File: src/rtl/burst_ram_pkg.sv
// Shared types and constants for the burst RAM arbiter.
// Holds the FSM state enum, default burst/spacing values and command encodings.
package burst_ram_pkg;

    typedef enum logic [1:0] {
        ST_IDLE,
        ST_WRITE_BEATS,
        ST_READ_WAIT,
        ST_READ_BEATS
    } br_state_e;

    localparam int BURST_BEATS_DEF            = 4;
    localparam int COMMAND_DELAY_INTERVAL_DEF = 14;

    localparam logic BR_CMD_READ  = 1'b0;
    localparam logic BR_CMD_WRITE = 1'b1;

endpackage

File: src/rtl/rr_arbiter2.sv
// Combinational two-port round-robin grant.
// Ports: req[1:0] requests, last_grant previous winner, grant winning port index.
module rr_arbiter2 (
    input  logic [1:0] req,
    input  logic       last_grant,
    output logic       grant
);

    // A tie (or no request) favours the port that did not win last time.
    always_comb begin
        grant = ~last_grant;
        if (req == 2'b01) begin
            grant = 1'b0;
        end else if (req == 2'b10) begin
            grant = 1'b1;
        end
    end

endmodule

File: src/rtl/burst_ram_arbiter.sv
// Shares one burst RAM command/data interface between two requesters.
// Ports: rq_* requester side (cmd/addr/data/mask in, ready/read data out),
//        br_* memory IP side, timeout_err pulse on an aborted read.
module burst_ram_arbiter
    import burst_ram_pkg::*;
#(
    parameter int BURST_RAM_DEPTH_BITWIDTH = 21,
    parameter int COMMAND_DELAY_INTERVAL   = COMMAND_DELAY_INTERVAL_DEF,
    parameter int BURST_BEATS              = BURST_BEATS_DEF,
    parameter int READ_TIMEOUT             = 255
) (
    input  logic                                clk,
    input  logic                                rst_n,
    input  logic [1:0]                          rq_cmd,
    input  logic [1:0]                          rq_cmd_en,
    input  logic [BURST_RAM_DEPTH_BITWIDTH-1:0] rq_addr [0:1],
    input  logic [63:0]                         rq_wr_data [0:1],
    input  logic [7:0]                          rq_data_mask [0:1],
    output logic [1:0]                          rq_cmd_ready,
    output logic [63:0]                         rq_rd_data,
    output logic [1:0]                          rq_rd_data_valid,
    output logic                                timeout_err,
    output logic                                br_cmd,
    output logic                                br_cmd_en,
    output logic [BURST_RAM_DEPTH_BITWIDTH-1:0] br_addr,
    output logic [63:0]                         br_wr_data,
    output logic [7:0]                          br_data_mask,
    input  logic [63:0]                         br_rd_data,
    input  logic                                br_rd_data_valid
);

    localparam int AW = BURST_RAM_DEPTH_BITWIDTH;

    br_state_e   state_q, state_d;
    logic [5:0]  delay_cnt_q, delay_cnt_d;
    logic [1:0]  beat_cnt_q, beat_cnt_d;
    logic [7:0]  tmo_cnt_q, tmo_cnt_d;
    logic        owner_q, owner_d;
    logic        last_grant_q, last_grant_d;
    logic        br_cmd_q, br_cmd_d;
    logic        br_cmd_en_q, br_cmd_en_d;
    logic [AW-1:0] br_addr_q, br_addr_d;
    logic [63:0] br_wr_data_q, br_wr_data_d;
    logic [7:0]  br_data_mask_q, br_data_mask_d;
    logic        timeout_err_q, timeout_err_d;

    logic grant;
    logic can_accept;
    logic accept;
    logic in_read;

    rr_arbiter2 u_arb (
        .req        (rq_cmd_en),
        .last_grant (last_grant_q),
        .grant      (grant)
    );

    always_comb begin
        can_accept = rst_n && (state_q == ST_IDLE) && (delay_cnt_q == 6'd0);
        rq_cmd_ready[0] = can_accept && !grant;
        rq_cmd_ready[1] = can_accept && grant;
        accept = |(rq_cmd_en & rq_cmd_ready);
    end

    // Read data is routed straight through; only the owner sees valid.
    always_comb begin
        in_read = (state_q == ST_READ_WAIT) || (state_q == ST_READ_BEATS);
        rq_rd_data = br_rd_data;
        rq_rd_data_valid[0] = br_rd_data_valid && in_read && !owner_q;
        rq_rd_data_valid[1] = br_rd_data_valid && in_read && owner_q;
    end

    always_comb begin
        state_d        = state_q;
        delay_cnt_d    = delay_cnt_q;
        beat_cnt_d     = beat_cnt_q;
        tmo_cnt_d      = tmo_cnt_q;
        owner_d        = owner_q;
        last_grant_d   = last_grant_q;
        br_cmd_d       = br_cmd_q;
        br_cmd_en_d    = 1'b0;
        br_addr_d      = br_addr_q;
        br_wr_data_d   = br_wr_data_q;
        br_data_mask_d = br_data_mask_q;
        timeout_err_d  = 1'b0;

        // Command spacing runs regardless of the transaction state.
        if (delay_cnt_q != 6'd0) begin
            delay_cnt_d = delay_cnt_q - 6'd1;
        end

        unique case (state_q)
            ST_IDLE: begin
                if (accept) begin
                    br_cmd_d       = rq_cmd[grant];
                    br_addr_d      = rq_addr[grant];
                    br_wr_data_d   = rq_wr_data[grant];
                    br_data_mask_d = rq_data_mask[grant];
                    br_cmd_en_d    = 1'b1;
                    owner_d        = grant;
                    last_grant_d   = grant;
                    delay_cnt_d    = 6'(COMMAND_DELAY_INTERVAL - 1);
                    beat_cnt_d     = 2'd0;
                    tmo_cnt_d      = 8'd0;
                    if (rq_cmd[grant] == BR_CMD_WRITE) begin
                        state_d = ST_WRITE_BEATS;
                    end else begin
                        state_d = ST_READ_WAIT;
                    end
                end
            end
            ST_WRITE_BEATS: begin
                // Beat 0 went out with the command; this forwards 1..N-1.
                br_wr_data_d = rq_wr_data[owner_q];
                if (beat_cnt_q == 2'(BURST_BEATS - 2)) begin
                    state_d = ST_IDLE;
                end else begin
                    beat_cnt_d = beat_cnt_q + 2'd1;
                end
            end
            ST_READ_WAIT: begin
                if (br_rd_data_valid) begin
                    beat_cnt_d = 2'd1;
                    state_d    = ST_READ_BEATS;
                end else if (tmo_cnt_q == 8'(READ_TIMEOUT - 1)) begin
                    timeout_err_d = 1'b1;
                    state_d       = ST_IDLE;
                end else begin
                    tmo_cnt_d = tmo_cnt_q + 8'd1;
                end
            end
            ST_READ_BEATS: begin
                if (br_rd_data_valid) begin
                    if (beat_cnt_q == 2'(BURST_BEATS - 1)) begin
                        state_d = ST_IDLE;
                    end else begin
                        beat_cnt_d = beat_cnt_q + 2'd1;
                    end
                end
            end
            default: state_d = ST_IDLE;
        endcase
    end

    always_ff @(posedge clk or negedge rst_n) begin
        if (!rst_n) begin
            state_q        <= ST_IDLE;
            delay_cnt_q    <= 6'd0;
            beat_cnt_q     <= 2'd0;
            tmo_cnt_q      <= 8'd0;
            owner_q        <= 1'b0;
            last_grant_q   <= 1'b1;
            br_cmd_q       <= 1'b0;
            br_cmd_en_q    <= 1'b0;
            br_addr_q      <= '0;
            br_wr_data_q   <= 64'd0;
            br_data_mask_q <= 8'd0;
            timeout_err_q  <= 1'b0;
        end else begin
            state_q        <= state_d;
            delay_cnt_q    <= delay_cnt_d;
            beat_cnt_q     <= beat_cnt_d;
            tmo_cnt_q      <= tmo_cnt_d;
            owner_q        <= owner_d;
            last_grant_q   <= last_grant_d;
            br_cmd_q       <= br_cmd_d;
            br_cmd_en_q    <= br_cmd_en_d;
            br_addr_q      <= br_addr_d;
            br_wr_data_q   <= br_wr_data_d;
            br_data_mask_q <= br_data_mask_d;
            timeout_err_q  <= timeout_err_d;
        end
    end

    assign br_cmd       = br_cmd_q;
    assign br_cmd_en    = br_cmd_en_q;
    assign br_addr      = br_addr_q;
    assign br_wr_data   = br_wr_data_q;
    assign br_data_mask = br_data_mask_q;
    assign timeout_err  = timeout_err_q;

endmodule
File: config.mk
export PLATFORM = sky130hd
export DESIGN_NAME = burst_ram_arbiter
export DESIGN_NICKNAME = d
export VERILOG_FILES = /design/src/rtl/burst_ram_pkg.sv /design/src/rtl/rr_arbiter2.sv /design/src/rtl/burst_ram_arbiter.sv
export SDC_FILE = /design/constraint.sdc
export NUM_CORES = 1
export LEC_CHECK = 0
export ABC_CLOCK_PERIOD_IN_PS = 5800
export CORE_AREA = 2 2 163 165
export CTS_CLUSTER_DIAMETER = 100
export DETAILED_ROUTE_END_ITERATION = 10
export DIE_AREA = 0 0 165 167
export PLACE_DENSITY = 0.64
export SKIP_CTS_REPAIR_TIMING = 1
export SKIP_LAST_GASP = 1
export SLEW_MARGIN = 5
export SYNTH_ARGS = -nofsm -noshare
export SYNTH_HDL_FRONTEND = slang
export SYNTH_SLANG_ARGS = --single-unit
File: constraint.sdc
create_clock -name clk -period 5.8 [get_ports clk]
set_input_delay 1.74 -clock clk [delete_from_list [all_inputs] [get_ports clk]]
set_output_delay 1.74 -clock clk [all_outputs]
set_load 0.005 [all_outputs]
Yosys cells after proc, flatten, opt, wreduce, memory -nomap -nowiden
Index checks and enable logic that the tools add are counted.
- reduce and logical (&&, ||, !) cells: 21
- magnitude comparators: 3
- equality and inequality tests: 18
- muxes and demuxes: 44
- bitwise operators: 4
- add/subtract/negate cells: 3
- operators by type and width (operator ; count):
    64-bit 2-to-1 mux ; 7
    64-bit case mux with 2 select lines ; 1
    21-bit 2-to-1 mux ; 3
    8-bit 2-to-1 mux ; 6
    2-bit 2-to-1 mux ; 12
    6-bit 2-to-1 mux ; 3
    2-bit inequality test, second input constant ; 8
    2-bit case mux with 4 select lines ; 2
    8-bit case mux with 2 select lines ; 1
    2-bit equality test, second input constant ; 5
    5-bit AND reduction ; 2
    1-bit 2-to-1 mux ; 9
    8-bit by 1-bit adder with 8-bit output, second input constant ; 1
    8-bit equality test, second input constant ; 1
    1-bit logical AND ; 7
    6-bit zero test ; 1
    6-bit nonzero test ; 1
    6-bit by 1-bit subtractor with 6-bit output, second input constant ; 1
    2-bit by 1-bit equality test with 1-bit output, second input constant ; 2
    2-bit >= comparator, second input constant ; 2
    1-bit inverter with 2-bit output ; 2
    2-bit AND reduction ; 2
    4-bit AND reduction ; 1
    2-bit nonzero test ; 2
    other kinds (10) ; 11
- bits in registers: 116
- input port bits: 257

Logic depth before layout (Yosys ltp)
Gate-level depths: netlist of the first run.
- word-level depth: 9
- depth in mapped cells: 8
- mapped depth without buffers: 7

Modules after synthesis
A second synthesis of the first run with hierarchy kept.
- cells, all modules: 607
- area, all modules: 6055.8 µm²
- by module, submodules not included (module ; cells each ; times used ; area each (µm²)):
    burst_ram_arbiter ; 604 ; 1 ; 6037.0
    rr_arbiter2 ; 3 ; 1 ; 18.8

Worst setup path before layout of the first run
No wires, ideal clock.
- path kind: input to output
- start point: in rq_cmd_en[1]
- end point: out rq_cmd_ready[1]
- data arrival time: 2561 ps
- data required time: 4060 ps
- slack: 1499 ps
- stages on the path: 4
- buffers on the path: 1
- cells stage by stage: a21boi_0 -> nor2_1 -> buf_2 -> nor2_1
- longest elaborated chain between the ends: 4
- elaborated cells between the ends (all ways): 5
- classes of those cells: eq/ne: 2; mux: 2; reduce/logical: 1
- ends and longest elaborated chain (item ; RTL line ; text):
    start: declaration ; burst_ram_arbiter.sv:15 ; input logic [1:0] rq_cmd_en,
    2-bit equality test ; rr_arbiter2.sv:14 ; end else if (req == 2'b10) begin
    1-bit 2-to-1 mux ; rr_arbiter2.sv:14 ;
    1-bit 2-to-1 mux * ; rr_arbiter2.sv:12 ; if (req == 2'b01) begin
    1-bit logical AND * ; burst_ram_arbiter.sv:61 ; rq_cmd_ready[1] = can_accept && grant;
    end: declaration ; burst_ram_arbiter.sv:19 ; output logic [1:0] rq_cmd_ready,
Every way passes the cells marked *; elsewhere a longest branch is shown, timed or not.

Worst setup path after layout of the first run
Same ends and word-level chain as after synthesis.

==> run summary, run 1 <==
Grt total ovfl: 0
Finished Cell Area: 10100 um^2
Most frequent cells in the layout: clkdlybuf4s50_1 (291), mux2_4 (120), dfrtp_1 (115), nand2_1 (36), o21ai_0 (34)
Total CTS buffers: 17
Pleak: 0.00441 uW
First-pass GRT wire length: 26.5 mm
Port bufs: 292
Die height: 167 um
Worst slew pin tran: 0.892 ns
I/O pins: 421
Placer Congestion: 0.755
Initial antenna violation count: 0
Post-synthesis cell area: 6690 um^2
Die span in x: 165 um
Max cap viols: 0
Clk_lat worst skew: 0.41 ns
Gr usage total: 0.125
Worst Setup End Kind: output port
Post-synthesis sequential area ratio: 0.434
Global route hottest layer: met2
Largest net degree at the start of global routing: 66
CTS root buffer: clkbuf_16
Most common cell after layout, fill and taps aside: clkdlybuf4s50_1
Antenna viol nets, final: 0
Layout cells sized above 1: 0.229
Crit Path Class: in -> out
Post-route clock period utilization: 0.883
1st-iter DRT viols: 207
Met2 usage: 0.204
Met3 usage: 0.0436
DRC: 0
Multi-input gate area: 3090 um^2
# rows: 59
Vias: 4823
Vias in the first global route: 4833
Worst R2R Path Depth: 7
Number of synthesized register bits: 116
DR WL/cell: 16.0 um
Nature of the critical path startpoint: primary input
# nets final: 1024
Pwr Density: 497 nW/um^2
Top_reg_cell synth: dfrtp_1
DRT Pass-1 Iters: 4
Area Growth Syn to Fin: 51.3%
Slew HR: 0.405
Cells after Synth: 530
Starting Density: 0.260
Post-synth EDFFs: 0
Routing usage on met1: 0.149
Highest clock rate: 195 MHz
Hold Crit Class: reg -> reg
Netlist cell types: 45
Syn Area/Cell: 12.6 um^2
CP arrival: 3.38 ns
Endpoints failing setup: 0
CP max FO: 3
Register Area: 2900 um^2
Fillcell total: 2516
CTS tree: yes
Fin. Hold Viols: 0
Status: complete, no violations
Hold path depth: 2
Count of final max-slew check failures: 0
Clock Skew: 0.00833 ns
Die Area: 27600 um^2
Synth warnings: 0
Post-DP HPWL: 13.6 mm
Final worst path period need: 5.12 ns
Vias per cell: 4.35
Clk buf depth: 2
Async S/R FF share, synth: 1.00
H-Tree Level Count: 4
Critical Path RT: 4.06 ns
Placed Area: 9500 um^2
TNS Setup: 0 ns
Clock-pin slew on the worst setup and hold paths: 0.05 ns
Core area: 25800 um^2
Peak supply drop: 0.392 mV
Drt total wl: 17.8 mm
Diodes inserted: 0
Total nets after synthesis: 793
RSZ-0062 raised after global routing: false
Num Clock Sinks: 116
routing by layer:
layer  vias to the layer above  routed length, um  share of wire
met5                         -                  0              0
met4                         0                461          0.026
met3                        40               1640          0.093
met2                       210               8440           0.48
met1                      2312               7210           0.41
li1                       2261                  -              -
power breakdown:
group	switching [uW]	internal, uW
Sequential	251	1190
Combinational	832	1640
Clock	410	705
Total	1490	3540
worst paths after layout:
| check | start | to | slack (ns) |
|---|---|---|---|
| worst min-delay path | br_addr[20]$_DFFE_PN0P_ | br_addr[20]$_DFFE_PN0P_ | 0.48 |
| worst max-delay path | rq_cmd_en[1] | rq_cmd_ready[1] | 0.68 |
| min in group asynchronous | rst_n | br_addr[1]$_DFFE_PN0P_ | 1.46 |
| worst min register to register | br_addr[20]$_DFFE_PN0P_ | br_addr[20]$_DFFE_PN0P_ | 0.48 |
| worst max register to register | delay_cnt_q[0]$_DFF_PN0_ | br_wr_data[16]$_DFFE_PN0P_ | 3.12 |
| max in group asynchronous | rst_n | br_wr_data[37]$_DFFE_PN0P_ | 2.97 |
synthesized netlist by cell type (7+ instances only):
| cell | n | area [um^2] |
|---|---|---|
| a21oi_1 | 7 | 35.0 |
| buf_4 | 71 | 533 |
| buf_6 | 8 | 90.1 |
| clkbuf_1 | 8 | 30.0 |
| dfrtp_1 | 115 | 2880 |
| inv_1 | 9 | 33.8 |
| mux2_2 | 8 | 90.1 |
| mux2_4 | 120 | 1800 |
| mux2i_1 | 31 | 310 |
| nand2_1 | 36 | 135 |
| nor2_1 | 13 | 48.8 |
| o21ai_0 | 34 | 170 |
through the flow:
stage / utilization / setup WS, ns / total power [uW] / std cells / hold slack (ns)
2_1_floorplan: - / 1.50 / 2940 / 530 / 0.473
3_3_place_gp: 0.369 / 0.734 / 3920 / 1077 / 0.461
3_5_place_dp: 0.369 / 0.697 / 3960 / 1077 / 0.472
4_1_cts: 0.393 / 0.676 / 5110 / 1109 / 0.485
5_1_grt: 0.393 / 0.562 / 5340 / 1109 / 0.492
6_report: 0.393 / 0.678 / 5030 / 1109 / 0.477
registers in the layout (all words and copies together), names as in the netlist:
signal and flops:
br_wr_data 64, tmo_cnt_q 8, beat_cnt_q 2, br_cmd_en 1
delay_cnt_q 6, last_grant_q 1, owner_q 1, br_data_mask 8
state_q 2, timeout_err 1, br_cmd 1, br_addr 21
layout make-up:
type	count	share of cell area
Clock inverter	13	0.0171
Clock buffer	19	0.0447
Inverter	9	0.00334
Sequential cell	116	0.287
Multi-Input combinational cell	313	0.305
Timing Repair Buffer	304	0.301
Tap cell	335	0.0414
logic make-up after synthesis:
group / count (synthesis) / share of synthesized area
AO/OA/AOI/OAI: 62 / 0.0550
XOR/XNOR: 5 / 0.00655
adder cells (fa/ha/maj): 6 / 0.0112
buffers and inverters: 101 / 0.106
flip-flops: 116 / 0.434
multiplexers: 159 / 0.329
AND/OR/NAND/NOR: 81 / 0.0578
worst max-delay path: stages:
cell	delay, ns
clkdlybuf4s50_1	0.48
a21boi_0	0.49
nor2_4	0.04
nor2_1	0.12
clkdlybuf4s50_1	0.51
(Power assumes the default switching activity.)
==> inputs of run 2 (changes only) <==
--- a/config.mk
+++ b/config.mk
@@ -10,7 +10,9 @@
 export CTS_CLUSTER_DIAMETER = 100
 export DETAILED_ROUTE_END_ITERATION = 10
 export DIE_AREA = 0 0 165 167
+export HOLD_SLACK_MARGIN = 0.06
 export PLACE_DENSITY = 0.64
+export SETUP_SLACK_MARGIN = 0.05
 export SKIP_CTS_REPAIR_TIMING = 1
 export SKIP_LAST_GASP = 1
 export SLEW_MARGIN = 5
==> results of run 2 <==
Same layout as run 1: the final DEF is identical, and so are final timing and power.
==> inputs of run 3 (changes only) <==
--- a/config.mk
+++ b/config.mk
@@ -14,7 +14,6 @@
 export PLACE_DENSITY = 0.64
 export SETUP_SLACK_MARGIN = 0.05
 export SKIP_CTS_REPAIR_TIMING = 1
-export SKIP_LAST_GASP = 1
 export SLEW_MARGIN = 5
 export SYNTH_ARGS = -nofsm -noshare
 export SYNTH_HDL_FRONTEND = slang
==> results of run 3 <==
Same layout as run 1: the final DEF is identical, and so are final timing and power.
